### config.mk
export PLATFORM = sky130hd
export DESIGN_NAME = op_sequencer
export DESIGN_NICKNAME = d
export VERILOG_FILES = /design/src/rtl/op_sequencer.sv
export SDC_FILE = /design/constraint.sdc
export NUM_CORES = 1
export LEC_CHECK = 0
export ABC_AREA = 1
export CAP_MARGIN = 15
export CORE_ASPECT_RATIO = 1.2
export CORE_MARGIN = 3
export CORE_UTILIZATION = 45
export DETAILED_ROUTE_END_ITERATION = 16
export PLACE_DENSITY = 0.73
export REMOVE_ABC_BUFFERS = 1
export SYNTH_ARGS = -nofsm -noshare
export SYNTH_HDL_FRONTEND = slang
export SYNTH_SLANG_ARGS = --single-unit
### constraint.sdc
create_clock -name clk -period 1.6 [get_ports clk]
set_input_delay 0.4 -clock clk [delete_from_list [all_inputs] [get_ports clk]]
set_output_delay 0.4 -clock clk [all_outputs]
set_load 0.02 [all_outputs]
### src/rtl/op_sequencer.sv
// op_sequencer: instruction-issue stage in front of the register file and FU datapath.
// It fetches one coefficient-vector instruction at a time from a synchronous
// instruction memory and decodes it into RF operation controls. It then issues
// the operation with a registered one-cycle start pulse and waits for the
// final writeback beat before it fetches the next instruction.
module op_sequencer #(
  parameter int NREG       = 8,
  parameter int IMEM_DEPTH = 16,
  parameter int REGW       = $clog2(NREG),
  parameter int PCW        = $clog2(IMEM_DEPTH),
  parameter int INSTR_W    = 3 + 3 * REGW
) (
  input  logic               clk,
  input  logic               reset,
  input  logic               run,
  output logic [PCW-1:0]     imem_addr,
  input  logic [INSTR_W-1:0] imem_rdata,
  input  logic               rf_ready,
  output logic               start_operation,
  output logic               use_source1,
  output logic [REGW-1:0]    source0_register_index,
  output logic [REGW-1:0]    source1_register_index,
  output logic [REGW-1:0]    destination_register_index,
  output logic [1:0]         fu_sel,
  input  logic               wb_valid,
  input  logic               wb_last,
  output logic               busy,
  output logic               done,
  output logic               error,
  output logic [15:0]        op_count
);

  // Opcode encodings carried in the top three bits of every instruction word.
  localparam logic [2:0] OP_NOP  = 3'd0;
  localparam logic [2:0] OP_ADD  = 3'd1;
  localparam logic [2:0] OP_MUL  = 3'd2;
  localparam logic [2:0] OP_NTT  = 3'd3;
  localparam logic [2:0] OP_HALT = 3'd7;

  // Functional-unit select values presented to the datapath.
  localparam logic [1:0] FU_ADD = 2'd0;
  localparam logic [1:0] FU_MUL = 2'd1;
  localparam logic [1:0] FU_NTT = 2'd2;

  localparam logic [PCW-1:0] LAST_PC = PCW'(IMEM_DEPTH - 1);

  typedef enum logic [2:0] {
    S_IDLE,
    S_FETCH,
    S_DECODE,
    S_WAIT_RF,
    S_WAIT_DONE,
    S_DONE,
    S_ERROR
  } state_t;

  // Architectural state, all registered.
  state_t           state_q,  state_d;
  logic [PCW-1:0]   pc_q,     pc_d;
  logic             start_q,  start_d;
  logic             use1_q,   use1_d;
  logic [REGW-1:0]  src0_q,   src0_d;
  logic [REGW-1:0]  src1_q,   src1_d;
  logic [REGW-1:0]  dst_q,    dst_d;
  logic [1:0]       fu_q,     fu_d;
  logic             done_q,   done_d;
  logic             error_q,  error_d;
  logic [15:0]      count_q,  count_d;

  // Instruction fields: {opcode, dst, src0, src1} from MSB to LSB.
  logic [2:0]       opcode;
  logic [REGW-1:0]  field_dst;
  logic [REGW-1:0]  field_src0;
  logic [REGW-1:0]  field_src1;

  assign opcode     = imem_rdata[INSTR_W-1 -: 3];
  assign field_dst  = imem_rdata[3*REGW-1 -: REGW];
  assign field_src0 = imem_rdata[2*REGW-1 -: REGW];
  assign field_src1 = imem_rdata[REGW-1:0];

  // Helpers shared by the NOP path and the retire path.
  logic             at_last_pc;
  logic [PCW-1:0]   pc_plus_one;
  logic [15:0]      count_plus_one;
  logic             retire_beat;

  assign at_last_pc     = (pc_q == LAST_PC);
  assign pc_plus_one    = pc_q + PCW'(1);
  assign count_plus_one = (count_q == 16'hFFFF) ? count_q : count_q + 16'd1;
  assign retire_beat    = wb_valid & wb_last;

  // Next-state and next-register computation; every register holds by default.
  // The start pulse defaults low, so it can only be high for one cycle.
  always_comb begin
    state_d = state_q;
    pc_d    = pc_q;
    start_d = 1'b0;
    use1_d  = use1_q;
    src0_d  = src0_q;
    src1_d  = src1_q;
    dst_d   = dst_q;
    fu_d    = fu_q;
    done_d  = done_q;
    error_d = error_q;
    count_d = count_q;

    case (state_q)
      S_IDLE, S_DONE, S_ERROR: begin
        if (run) begin
          pc_d    = '0;
          done_d  = 1'b0;
          error_d = 1'b0;
          count_d = '0;
          state_d = S_FETCH;
        end
      end

      S_FETCH: begin
        state_d = S_DECODE;
      end

      S_DECODE: begin
        case (opcode)
          OP_NOP: begin
            if (at_last_pc) begin
              done_d  = 1'b1;
              state_d = S_DONE;
            end else begin
              pc_d    = pc_plus_one;
              state_d = S_FETCH;
            end
          end
          OP_HALT: begin
            done_d  = 1'b1;
            state_d = S_DONE;
          end
          OP_ADD, OP_MUL: begin
            dst_d   = field_dst;
            src0_d  = field_src0;
            src1_d  = field_src1;
            use1_d  = 1'b1;
            fu_d    = (opcode == OP_ADD) ? FU_ADD : FU_MUL;
            state_d = S_WAIT_RF;
          end
          OP_NTT: begin
            dst_d   = field_dst;
            src0_d  = field_src0;
            src1_d  = '0;
            use1_d  = 1'b0;
            fu_d    = FU_NTT;
            state_d = S_WAIT_RF;
          end
          default: begin
            error_d = 1'b1;
            state_d = S_ERROR;
          end
        endcase
      end

      S_WAIT_RF: begin
        if (rf_ready) begin
          start_d = 1'b1;
          state_d = S_WAIT_DONE;
        end
      end

      S_WAIT_DONE: begin
        if (retire_beat) begin
          count_d = count_plus_one;
          if (at_last_pc) begin
            done_d  = 1'b1;
            state_d = S_DONE;
          end else begin
            pc_d    = pc_plus_one;
            state_d = S_FETCH;
          end
        end
      end

      default: begin
        state_d = S_IDLE;
      end
    endcase
  end

  // State register with asynchronous clear so reset wins even mid-operation.
  always_ff @(posedge clk or posedge reset) begin
    if (reset) begin
      state_q <= S_IDLE;
      pc_q    <= '0;
      start_q <= 1'b0;
      use1_q  <= 1'b0;
      src0_q  <= '0;
      src1_q  <= '0;
      dst_q   <= '0;
      fu_q    <= '0;
      done_q  <= 1'b0;
      error_q <= 1'b0;
      count_q <= '0;
    end else begin
      state_q <= state_d;
      pc_q    <= pc_d;
      start_q <= start_d;
      use1_q  <= use1_d;
      src0_q  <= src0_d;
      src1_q  <= src1_d;
      dst_q   <= dst_d;
      fu_q    <= fu_d;
      done_q  <= done_d;
      error_q <= error_d;
      count_q <= count_d;
    end
  end

  // All outputs come straight from registers, so no input reaches them combinationally.
  assign imem_addr                  = pc_q;
  assign start_operation            = start_q;
  assign use_source1                = use1_q;
  assign source0_register_index     = src0_q;
  assign source1_register_index     = src1_q;
  assign destination_register_index = dst_q;
  assign fu_sel                     = fu_q;
  assign done                       = done_q;
  assign error                      = error_q;
  assign op_count                   = count_q;
  assign busy = (state_q != S_IDLE) && (state_q != S_DONE) && (state_q != S_ERROR);

endmodule
==> results of run 1 <==
==> worst max-delay path, cell delays in order, from the launching register on <==
cell	delay, ns
dfrtp_2	0.45
nor2_4	0.15
nand2_2	0.08
nand2_2	0.10
inv_2	0.05
buf_6	0.12
==> final cells by class <==
type                       count  area, µm²
tap                           58       72.6
clock buffer                   8        110
sequential                    38        955
multi-input combinational    246       1300
inverter                      32        120
fill                         389       1360
timing repair buffer          93        813
==> logic make-up (layout without fill, tap and decap cells) <==
family,after synthesis,after routing,synth area share [%]
buffers and inverters,37,133,7.01
AND/OR/NAND/NOR,191,194,36.9
XOR/XNOR,4,4,1.53
adder cells (fa/ha/maj),2,2,1.09
AO/OA/AOI/OAI,46,46,11.8
flip-flops,38,38,41.6
==> worst paths after layout <==
check,startpoint,to,cells after the start
max,state_q[0],busy,5
min,reset,op_count[11],3
max reg2reg,op_count[7],op_count[0],10
min reg2reg,use_source1,use_source1,2
max in group asynchronous,reset,state_q[1],3
min in group clk,use_source1,use_source1,2
==> sequential cells by signal, summed over array words and instances (netlist names) <==
name,count
destination_register_index,3
source0_register_index,3
op_count,16
imem_addr,4
fu_sel,2
state_q,3
source1_register_index,3
done,1
error,1
start_operation,1
use_source1,1
==> power breakdown <==
group / switching (mW) / internal (mW)
Clock: 0.356 / 0.436
Sequential: 0.176 / 1.19
Combinational: 1.62 / 1.15
Total: 2.15 / 2.78
==> metal layers <==
| layer | wire length [µm] | global-route usage (%) | vias up | part of all wire, % |
|---|---|---|---|---|
| li1 | - | - | 1212 | - |
| met1 | 2570 | 23.1 | 1167 | 38 |
| met2 | 3480 | 37.6 | 124 | 52 |
| met3 | 408 | 3.73 | 22 | 6.1 |
| met4 | 213 | 8.21 | 0 | 3.2 |
| met5 | 0 | 0 | - | 0 |
==> placed cells by master, fill, tap and decap left out, types with 2 or more instances in the layout <==
master / count
o21ai_1: 7
nand2_2: 7
dlygate4sd2_1: 33
clkbuf_8: 8
inv_2: 6
nor2_4: 3
inv_1: 26
o21bai_1: 3
xor2_1: 3
nand2_1: 111
clkdlybuf4s50_1: 17
a31oi_1: 2
nand2_4: 3
buf_4: 39
a21oi_4: 2
o21a_1: 2
nor2_1: 43
nor2_2: 2
nand3_2: 4
buf_12: 2
a21oi_1: 7
nand4_1: 8
o21ai_0: 18
nand2_8: 3
dfrtp_1: 35
nand3_1: 3
nor3_1: 2
dfrtp_2: 3
a22o_1: 3
==> repair_timing <==
action / CTS / global route
cloned: 1 / 2
setup endpoints to repair: 50 / 25
buffers inserted: 0 / 11
pin swaps: 3 / 6
gates resized for setup: 41 / 26
==> results by group, run 1 <==
Clock network
  – Clock Tree Root: clkbuf_8
  – Hold-fix buffers at CTS: 0
  – CTS tree: done
  – Clock Path Buffers: 2
  – Worst-path clk slew: 0.08 ns
  – Worst-Skew Late Latency: 0.29 ns
  – Clock sink total: 38
  – H-Tree Depth: 2
  – TritonCTS Buffers: 5

Timing
  – Fin. Hold Viols: 0
  – Setup Viol. Count Final: 2
  – Slew Limit Fails: 0
  – WHS: 0.455 ns
  – Slew of the pin with the lowest slew margin: 0.342 ns
  – Fmax: 0.608 GHz
  – Worst slew margin: 77.0%
  – RSZ-0062 raised after global routing: true
  – Final period util: 103%
  – Clock skew: 0.00727 ns
  – Final WS setup: -0.0452 ns
  – Final worst path period need: 1.65 ns
  – TNS Setup: -0.0486 ns

Synthesis
  – Async S/R FF share, synth: 100%
  – Synth top area share: 41.6%
  – Ys Warns: 0
  – Top-count cell post-synth: nand2_1
  – Syn Area/Cell: 7.19 µm²
  – Cell variety after synth: 33
  – Synth Flop Type: dfrtp_1
  – Area leader, netlist: dfrtp_1
  – Seq cells post-synth: 38
  – Post-synth EDFFs: 0
  – Sequential share of the synthesized area: 41.6%
  – Largest cells by area after synthesis: dfrtp_1 42%, nand2_1 19%, nor2_1 7.4%, inv_1 4.4%, o21ai_0 4.4%
  – Syn Inst Count: 318
  – Commonest cells in the netlist: 115 x nand2_1, 45 x nor2_1, 38 x dfrtp_1, 27 x inv_1, 20 x o21ai_0
  – Synthesized cell area: 2290 µm²

Run
  – Max Cap Viol: 0

Placed design
  – Inst Count DP: 453
  – Final HPWL DP: 4.29 mm
  – DP Area: 3080 µm²
  – IO Port Bufs: 53
  – Post-placement setup slack: -0.283 ns
  – GPL Wtd Cong: 0.888

Final layout
  – Final nets: 436
  – Cell area after layout: 3370 µm²
  – Share of layout cells above drive strength 1: 21.3%
  – Layout area overhead: 47.3%
  – Non-Filler Instances: 475
  – Final core utilization: 71.2%
  – ANT cells: 0

Route
  – Drc violations: 0
  – Pre-antenna DRT Iters: 5
  – Initial DRC Count: 298
  – Via count: 2525
  – Vias per cell: 5.32
  – Post-Route WL: 6.68 mm
  – Antenna Nets Post-Route: 0
  – Wire per inst: 14.1 µm

Die
  – Die H: 84.1 µm
  – Die Area: 5970 µm²
  – Initial core utilization: 48.3%
  – # rows: 27
  – Area of the core: 4730 µm²
  – Die X-Extent: 71.1 µm
  – I/O pin count: 54

Worst setup path
  – Critical path class: register to primary output
  – Crit start category: register
  – Req. time, crit path: 1.20 ns
  – Crit path arrival time: 1.25 ns
  – CP Capture Type: primary output
  – Critical-path maximum fanout: 4
  – R2r setup slk: 0 ns

Global route
  – Gr ovfl total: 0
  – Initial antenna violation count: 0
  – Vias in the first global route: 2346
  – Largest net degree at the start of global routing: 39
  – Total global-route track usage: 20.6%
  – Global-route wire length before repair: 9.98 mm

Power
  – Pwr Density: 1460 nW/µm²
  – Leakage: 1.76 nW
  – Worst VDD drop: 0.000931 V
  – Pwr Total: 4.92 mW

Status
  – Status: finished with violations
  – Failing checks: negative setup slack

Min path
  – Hold Crit Class: input port to async pin
No activity file was read; power rests on OpenSTA's default activity.
==> run 2, diff against run 1 <==
Settings changed: CTS_CLUSTER_DIAMETER set to 50.
==> results of run 2 <==
Same layout as run 1: the final DEF is identical, and so are final timing and power.
